File: src/rtl/peripheral_dbg_pu_riscv_pkg.sv
// Shared types and helpers for the RISC-V debug bus-module APB4 interface unit.
package peripheral_dbg_pu_riscv_pkg;

   typedef enum logic [2:0] {
      IDLE,
      CHECK,
      SETUP,
      ACCESS,
      DONE
   } biu_apb4_state_t;

   // Privileged, secure, data access.
   localparam logic [2:0] DBG_APB4_PPROT = 3'b001;

   function automatic logic dbg_size_legal(input logic [3:0] size, input int data_w);
      case (size)
         4'd1, 4'd2, 4'd4: return 1'b1;
         4'd8:             return (data_w == 64);
         default:          return 1'b0;
      endcase
   endfunction

endpackage

File: src/rtl/peripheral_dbg_pu_riscv_biu_sync.sv
// Two-flop level synchroniser with asynchronous active-low reset.
module peripheral_dbg_pu_riscv_biu_sync (
   input  logic i_clk,
   input  logic i_rst_n,
   input  logic i_d,
   output logic o_q
);

   logic [1:0] r_sync;

   always_ff @(posedge i_clk or negedge i_rst_n) begin
      if (!i_rst_n) r_sync <= '0;
      else          r_sync <= {r_sync[0], i_d};
   end

   assign o_q = r_sync[1];

endmodule

File: src/rtl/peripheral_dbg_pu_riscv_biu_apb4.sv
// APB4 master for the debug bus-module: one SETUP/ACCESS transfer per biu_strb rise,
// with byte-lane steering, alignment checking and a PREADY timeout.
module peripheral_dbg_pu_riscv_biu_apb4
   import peripheral_dbg_pu_riscv_pkg::*;
#(
   parameter int ADDR_WIDTH     = 32,
   parameter int DATA_WIDTH     = 32,
   parameter int TIMEOUT_CYCLES = 255
) (
   input  logic                    PCLK,
   input  logic                    PRESETn,
   input  logic                    biu_strb,
   input  logic                    biu_rw,
   input  logic [ADDR_WIDTH-1:0]   biu_addr,
   input  logic [DATA_WIDTH-1:0]   biu_di,
   input  logic [3:0]              biu_word_size,
   output logic [DATA_WIDTH-1:0]   biu_do,
   output logic                    biu_rdy,
   output logic                    biu_err,
   output logic                    PSEL,
   output logic                    PENABLE,
   output logic [ADDR_WIDTH-1:0]   PADDR,
   output logic                    PWRITE,
   output logic [DATA_WIDTH-1:0]   PWDATA,
   output logic [DATA_WIDTH/8-1:0] PSTRB,
   output logic [2:0]              PPROT,
   input  logic [DATA_WIDTH-1:0]   PRDATA,
   input  logic                    PREADY,
   input  logic                    PSLVERR
);

   localparam int STRB_W = DATA_WIDTH / 8;
   localparam int LANE_W = $clog2(STRB_W);
   localparam int CNT_W  = (TIMEOUT_CYCLES > 0) ? $clog2(TIMEOUT_CYCLES + 1) : 1;

   biu_apb4_state_t r_state, w_state_nxt;

   logic                  w_strb_s;
   logic                  r_strb_d;
   logic                  w_strb_rise;
   logic [ADDR_WIDTH-1:0] r_addr;
   logic [DATA_WIDTH-1:0] r_di;
   logic                  r_rw;
   logic [3:0]            r_size;
   logic [CNT_W-1:0]      r_cnt;
   logic                  r_err;
   logic [DATA_WIDTH-1:0] r_do;
   logic [LANE_W-1:0]     w_lane;
   logic                  w_legal;
   logic                  w_timeout;
   logic [15:0]           w_strb_full;
   logic [15:0]           w_strb_sh;
   logic [DATA_WIDTH-1:0] w_dmask;

   peripheral_dbg_pu_riscv_biu_sync u_strb_sync (
      .i_clk   (PCLK),
      .i_rst_n (PRESETn),
      .i_d     (biu_strb),
      .o_q     (w_strb_s)
   );

   assign w_strb_rise = w_strb_s & ~r_strb_d;
   assign w_lane      = r_addr[LANE_W-1:0];
   // Aligned means no lane bits set below the access size.
   assign w_legal     = dbg_size_legal(r_size, DATA_WIDTH) &&
                        (({{(4-LANE_W){1'b0}}, w_lane} & (r_size - 4'd1)) == 4'd0);
   assign w_timeout   = (TIMEOUT_CYCLES != 0) && (r_cnt == CNT_W'(TIMEOUT_CYCLES - 1));
   assign w_strb_full = (16'd1 << r_size) - 16'd1;
   assign w_strb_sh   = w_strb_full << w_lane;
   assign w_dmask     = ({{(DATA_WIDTH-1){1'b0}}, 1'b1} << {r_size, 3'b000}) -
                        {{(DATA_WIDTH-1){1'b0}}, 1'b1};

   assign PSEL    = (r_state == SETUP) || (r_state == ACCESS);
   assign PENABLE = (r_state == ACCESS);
   assign PADDR   = r_addr;
   assign PWRITE  = r_rw;
   assign PWDATA  = r_di << {w_lane, 3'b000};
   assign PSTRB   = r_rw ? w_strb_sh[STRB_W-1:0] : '0;
   assign PPROT   = DBG_APB4_PPROT;
   assign biu_rdy = (r_state == DONE);
   assign biu_err = r_err;
   assign biu_do  = r_do;

   always_ff @(posedge PCLK or negedge PRESETn) begin
      if (!PRESETn) begin
         r_state  <= IDLE;
         r_strb_d <= 1'b0;
      end else begin
         r_state  <= w_state_nxt;
         r_strb_d <= w_strb_s;
      end
   end

   always_comb begin
      w_state_nxt = r_state;
      case (r_state)
         IDLE:    if (w_strb_rise) w_state_nxt = CHECK;
         CHECK:   w_state_nxt = w_legal ? SETUP : DONE;
         SETUP:   w_state_nxt = ACCESS;
         ACCESS:  if (PREADY || w_timeout) w_state_nxt = DONE;
         DONE:    if (!w_strb_s) w_state_nxt = IDLE;
         default: w_state_nxt = IDLE;
      endcase
   end

   always_ff @(posedge PCLK or negedge PRESETn) begin
      if (!PRESETn) begin
         r_addr <= '0;
         r_di   <= '0;
         r_rw   <= 1'b0;
         r_size <= '0;
         r_cnt  <= '0;
         r_err  <= 1'b0;
         r_do   <= '0;
      end else begin
         case (r_state)
            IDLE: begin
               if (w_strb_rise) begin
                  r_addr <= biu_addr;
                  r_di   <= biu_di;
                  r_rw   <= biu_rw;
                  r_size <= biu_word_size;
               end
            end
            CHECK:  if (!w_legal) r_err <= 1'b1;
            SETUP:  r_cnt <= '0;
            ACCESS: begin
               if (PREADY) begin
                  r_err <= PSLVERR;
                  if (!PSLVERR) r_do <= (PRDATA >> {w_lane, 3'b000}) & w_dmask;
               end else begin
                  r_cnt <= r_cnt + 1'b1;
                  if (w_timeout) r_err <= 1'b1;
               end
            end
            DONE:   if (!w_strb_s) r_err <= 1'b0;
            default: ;
         endcase
      end
   end

endmodule

File: config.mk
export PLATFORM = sky130hd
export DESIGN_NAME = peripheral_dbg_pu_riscv_biu_apb4
export DESIGN_NICKNAME = d
export VERILOG_FILES = /design/src/rtl/peripheral_dbg_pu_riscv_pkg.sv /design/src/rtl/peripheral_dbg_pu_riscv_biu_sync.sv /design/src/rtl/peripheral_dbg_pu_riscv_biu_apb4.sv
export SDC_FILE = /design/constraint.sdc
export NUM_CORES = 1
export LEC_CHECK = 0
export CAP_MARGIN = 15
export CORE_UTILIZATION = 40
export CTS_CLUSTER_DIAMETER = 200
export DETAILED_ROUTE_END_ITERATION = 12
export PLACE_DENSITY = 0.77
export SLEW_MARGIN = 10
export SYNTH_ARGS = -nofsm -noshare
export SYNTH_HDL_FRONTEND = slang
export SYNTH_SLANG_ARGS = --single-unit
export TNS_END_PERCENT = 30
File: constraint.sdc
create_clock -name PCLK -period 2.5 [get_ports PCLK]
set_input_delay 0.75 -clock PCLK [delete_from_list [all_inputs] [get_ports PCLK]]
set_output_delay 0.75 -clock PCLK [all_outputs]
set_load 0.02 [all_outputs]
# Word level (Yosys, flattened, before mapping)
# Index checks and enable logic that the tools add are counted.
[op_classes]
add_sub_neg = 4
n_eq_ne = 14
n_shift = 5
n_mux = 14
n_bitwise = 5
n_reduce_logical = 13
[ops]
columns = ["cell", "n"]
rows = [
  ["$and 32x32->32", 1],
  ["$shl 1x7->32 const A", 1],
  ["$shl 32x5->32", 1],
  ["$shr 32x5->32", 1],
  ["$sub 32x1->32 const B", 1],
  ["$pmux 8 s2", 1],
  ["$shl 1x4->16 const A", 1],
  ["$shl 16x2->4", 1],
  ["$sub 16x1->16 const B", 1],
  ["$pmux 3 s5", 1],
  ["$mux 3", 4],
  ["$add 8x1->8 const B", 1],
  ["$eq 8x8->1 const B", 1],
  ["$mux 8", 1],
  ["$ne 2x2->1 const B", 4],
  ["$eq 3x2->1 const B", 2],
  ["$reduce_and 3->1", 2],
  ["$mux 1", 5],
  ["$and 2x4->4", 1],
  ["$eq 4x1->1 const B", 1],
  ["$eq 4x2->1 const B", 1],
  ["$eq 4x3->1 const B", 1],
  ["$logic_not 4->1", 1],
  ["$mux 4", 1],
  ["16 further kinds", 19],
]
[totals]
reg_bits = 116
elab_cells = 65

# Longest topological paths before layout
[logic_depth]
ltp_word = 6
mapped_depth = 8

# Hierarchy
# Synthesis repeated with hierarchy kept, for this count alone.
[unflattened]
hier_cells = 518
area_unflattened_um2 = 5656.7
[by_module_without_submodules]
columns = ["module", "n_inst", "cells_per_inst", "area_per_inst_um2"]
rows = [
  ["peripheral_dbg_pu_riscv_biu_apb4", 1, 516, 5606.6],
  ["peripheral_dbg_pu_riscv_biu_sync", 1, 2, 50.0],
]

# Worst setup path after synthesis
# Ideal clock, no wire load.
[synth_path]
path_kind = "register -> output"
startpoint = "register r_size[3]"
endpoint = "output PSTRB[1]"
arrival_time_ps = 2113
required_ps = 1750
slack_ps = -363
path_stages_with_launch = 7
n_path_buf = 0
cell_sequence = "dfrtp_1 > nor2_1 > nand2_1 > ha_1 > nor2b_1 > a31o_2 > nor3b_1"
[synth_via]
elab_chain_cells = 4
[synth_rtl]
columns = ["element", "line", "source"]
rows = [
  ["start, declared", "peripheral_dbg_pu_riscv_biu_apb4.sv:44", "logic [3:0] r_size;"],
  ["start signal, assigned", "peripheral_dbg_pu_riscv_biu_apb4.sv:122", "r_size <= biu_word_size;"],
  ["$shl 1x4->16", "peripheral_dbg_pu_riscv_biu_apb4.sv:68", "assign w_strb_full = (16'd1 << r_size) - 16'd1;"],
  ["$sub 16x1->16", "peripheral_dbg_pu_riscv_biu_apb4.sv:68", ""],
  ["$shl 16x2->4", "peripheral_dbg_pu_riscv_biu_apb4.sv:69", "assign w_strb_sh = w_strb_full << w_lane;"],
  ["$mux 4", "peripheral_dbg_pu_riscv_biu_apb4.sv:78", "assign PSTRB = r_rw ? w_strb_sh[STRB_W-1:0] : '0;"],
  ["end, declared", "peripheral_dbg_pu_riscv_biu_apb4.sv:25", "output logic [DATA_WIDTH/8-1:0] PSTRB,"],
]
# Every way passes these cells.

# Final worst setup path
[layout_path]
startpoint = "register r_size[0]"
endpoint = "output PSTRB[3]"
# The elaborated chain is that of the path after synthesis.

==> summary by stage <==
Setup path
The class of the most critical setup path is reg -> out. STA classifies the critical path endpoint as a primary output. The signal on the critical path passes through buf_6, ha_4, nand2_4, ha_4, nor2b_4, a31o_4, nand2_2, and3_4, buf_6. The slowest stage of the critical path belongs to the cell sky130_fd_sc_hd__dfrtp_1. Broken down by cell family, the worst path's largest delay share belongs to simple AND/OR/NAND/NOR gates. The startpoint type of the worst setup path is a register.

The data required time of the worst path is 1.75 ns. The critical path arrival is 2.03 ns. The worst setup path startpoint is r_size[0]$_DFFE_PN0P_. The startpoint of the lowest-slack register-to-register path is r_state[2]$_DFFE_PN0P_.

Of all nets on the critical path, the largest fanout is 2. The critical path contains buffers and inverters numbering 2 combined. The maximum single-stage delay on the critical path is about 0.4 ns.

Clock tree
The cell chosen for the clock root is sky130_fd_sc_hd__clkbuf_16. The clock sink count is roughly 120. The number of clock buffers added by TritonCTS is 17. The CTS tree is yes.

The longest clock path from root to sink contains 2 buffers. After clock tree synthesis, the clock-pin slew on the worst setup and hold paths is roughly 0.050 ns. The clock latency on the worst-skew pair is just over 0.4 ns.

The maximum level of the CTS H-tree is 4.

STA
Setup repair after global routing could not meet its margin everywhere. For the final database, setup skew stands at 0.008553 ns. Subtracting the final worst setup slack from the clock period gives around 2.8 ns. Setup violations remaining at the end of the flow were counted as 5. In the finished design, the share of the clock period the worst path needs comes to 111.2%. The worst pin sits at a relative slew slack of between 60% and 70%.

The actual transition at the worst max-transition pin is 0.5649 ns. The final-report max-slew violation count is 0. The achievable clock frequency is 359.8 MHz. The final count of hold timing violations is 0.

The final setup slack of the worst path is -0.2794 ns.

Layout
The antenna diode count is 0. The proportion of layout cells with a drive suffix above 1 is ~27%. The core utilization of the finished layout is 65.19%.

The relative area change from synthesis to final layout is 59.13%. The layout has 1039 filler cells. The net count of the finished layout is between 800 and 900.

Routing
After detailed routing, the number of vias per cell comes to between 5 and 6. The detailed-route wire length is 16.32 mm. The detail route stage leaves a number of antenna-violating nets equal to 0. The first detailed-routing pass took 4 iterations.

Dividing the detail-routed wire length by the instance count gives ~17 um. The DRC violation count after routing is 0. The routed layout has ~4900 vias. The count of routing violations after the opening detailed-route iteration is between 200 and 300.

Global routing
Global routing finished with a remaining overflow of 0. The via count of the first global-routing pass is about 5100. The initial antenna violation count came to 0.

The overall routing resource usage is 23.32%. The first global-routing pass estimated between 20 and 30 mm of wire. The pin count of the biggest net entering global routing is 74.

Place
During placement, the flow inserted port buffers numbering between 200 and 250. The worst slack after detailed placement is -0.5422 ns. At the end of routability-driven placement, the weighted congestion stood at roughly 0.94. Detailed placement finished with a half-perimeter wire length of between 10 and 15 mm.

Synth
For this run, the leading register cell type out of synthesis is sky130_fd_sc_hd__dfrtp_1. In the synthesized netlist, the cells that appear most often are sky130_fd_sc_hd__dfrtp_1 (116), sky130_fd_sc_hd__nand2_1 (68), sky130_fd_sc_hd__mux2_2 (67). Synthesis produced 507 cells. The synthesized design contains 0 enable-type register cells. The share of synthesized area occupied by flip-flops and latches is between 50% and 60%. Summed over all instances, the cell type with the most area after synthesis is sky130_fd_sc_hd__dfrtp_1. The average instance in the mapped netlist occupies approximately 11 um2.

In the post-synthesis netlist, the biggest area contributors are sky130_fd_sc_hd__dfrtp_1 (51%), sky130_fd_sc_hd__mux2_2 (13%), sky130_fd_sc_hd__mux2i_1 (5.8%), sky130_fd_sc_hd__nand2_1 (4.5%), sky130_fd_sc_hd__o21ai_0 (3.0%). Among all cell types in the netlist, the one instantiated most often is sky130_fd_sc_hd__dfrtp_1. The register bit count reported by yosys is 116. The number of warnings issued by yosys is 0. After synthesis, the netlist uses 44 different library cells. The top cell type by area accounts for 51.25% of the synthesized area. The fraction of registers with async set/reset is 100.0%. The mapped netlist covers 0.005664 mm2.

Floorplan
Measured along the x axis, the die boundary spans 121.0 um. In this run the core area contains 43 standard-cell rows. The die is around 120 um tall. The starting utilization of the core area is about two fifths.

During I/O placement, the number of pins put on the boundary was between 200 and 250. In this run the standard cell core region covers ~0.014 mm2. The overall die area is approximately 0.015 mm2.

Status
The flow ran to the end, but the final reports show violations. The final reports fail on negative setup slack.

Power
Power spread over the standard cell area amounts to 1375 mW/mm2. The leakage component of the power is 0.003906 uW. The worst IR drop on VDD is roughly 1000 uV.

Flow run
The tool flagged a number of max-cap violations equal to 0.

Min path
The min-delay analysis places its worst path in the category in -> async.
## stage by stage
stage	hold WS [ns]	cell area (um2)	std cells	total power, uW	TNS [ns]
CTS	0.3348	9021	942	12390	-1.279
floorplan	0.3312	5684	508	6544	-0.3888
global placement	0.3330	8200	902	9364	-1.030
finish	0.3201	9014	946	12400	-0.7632
detailed placement	0.3426	8200	902	9534	-1.406
global route	0.3627	9014	946	13070	-1.506
## cell type report
type | instances | area [um2] | share of cell area [%]
Clock buffer | 20 | 456.7 | 5.067
Clock inverter | 12 | 201.4 | 2.235
Inverter | 8 | 30.03 | 0.3331
Multi-Input combinational cell | 351 | 2734 | 30.33
Sequential cell | 116 | 2907 | 32.25
Tap cell | 180 | 225.2 | 2.499
Timing Repair Buffer | 259 | 2460 | 27.29
## path summary, 6_finish.rpt
kind                                                   endpoint  slack, ns  cells past startpoint
worst max-delay path                                   PSTRB[3]      -0.28                      9
worst min-delay path                       r_cnt[0]$_DFFE_PN0P_       0.32                      1
worst max register to register           biu_do[11]$_DFFE_PN0P_       0.61                      4
worst min register to register  u_strb_sync.r_sync[1]$_DFF_PN0_       0.35                      0
max in group asynchronous                   r_di[3]$_DFFE_PN0P_       1.54                      2
min in group PCLK               u_strb_sync.r_sync[1]$_DFF_PN0_       0.35                      0
## repair_timing
item | CTS | global route
pin swaps | 6 | 4
cloned | 1 | 0
endpoints found under the setup margin | 39 | 32
gates resized for setup | 116 | 50
setup buffers | 7 | 4
hold buffers | 0 | 0
hold endpoints to repair | 0 | 0
## logic make-up after synthesis
kind of cell | after synthesis | share of synthesized area (%)
buffers and inverters | 41 | 3.203
multiplexers | 105 | 20.15
flip-flops | 116 | 51.25
AND/OR/NAND/NOR | 140 | 11.91
other | 2 | 0.1326
XOR/XNOR | 6 | 0.9278
adder cells (fa/ha/maj) | 7 | 1.546
AO/OA/AOI/OAI | 90 | 10.89
## flip-flops by register name, summed over array words and instances (netlist names)
register,count
PADDR,32
biu_do,32
r_di,32
r_cnt,8
r_size,4
r_state,3
u_strb_sync.r_sync,2
PWRITE,1
biu_err,1
r_strb_d,1
## report_power, final
part / switching [uW] / internal, uW
sequential: 589 / 2660
combinational: 3270 / 3180
clock: 868 / 1820
total: 4730 / 7660
## layer usage
metal  global-route usage (%)  share of wire, %
met4                    9.877               2.3
met2                    39.11                50
met5                        0                 0
met3                    7.143               7.9
met1                    27.59                40
## worst register-to-register path, stage by stage (launching register included)
cell	delay, ns
sky130_fd_sc_hd__dfrtp_1	0.45
sky130_fd_sc_hd__nand2b_1	0.21
sky130_fd_sc_hd__or3_1	0.50
sky130_fd_sc_hd__buf_4	0.32
sky130_fd_sc_hd__a22o_1	0.30
## layout by cell type, fill, tap and decap left out, drive strengths merged, types with 5 or more instances in the layout
cell,count
o21ai,34
a32o,8
nor2b,13
clkdlybuf4s50,169
and2,10
dfrtp,116
ha,7
mux2i,33
nand2,68
nor3,5
buf,63
clkbuf,33
a21oi,12
nor2,18
bufinv,5
a211oi,9
a22o,14
inv,9
dlygate4sd2,12
nand3,6
mux2,72
(Power assumes the default switching activity.)
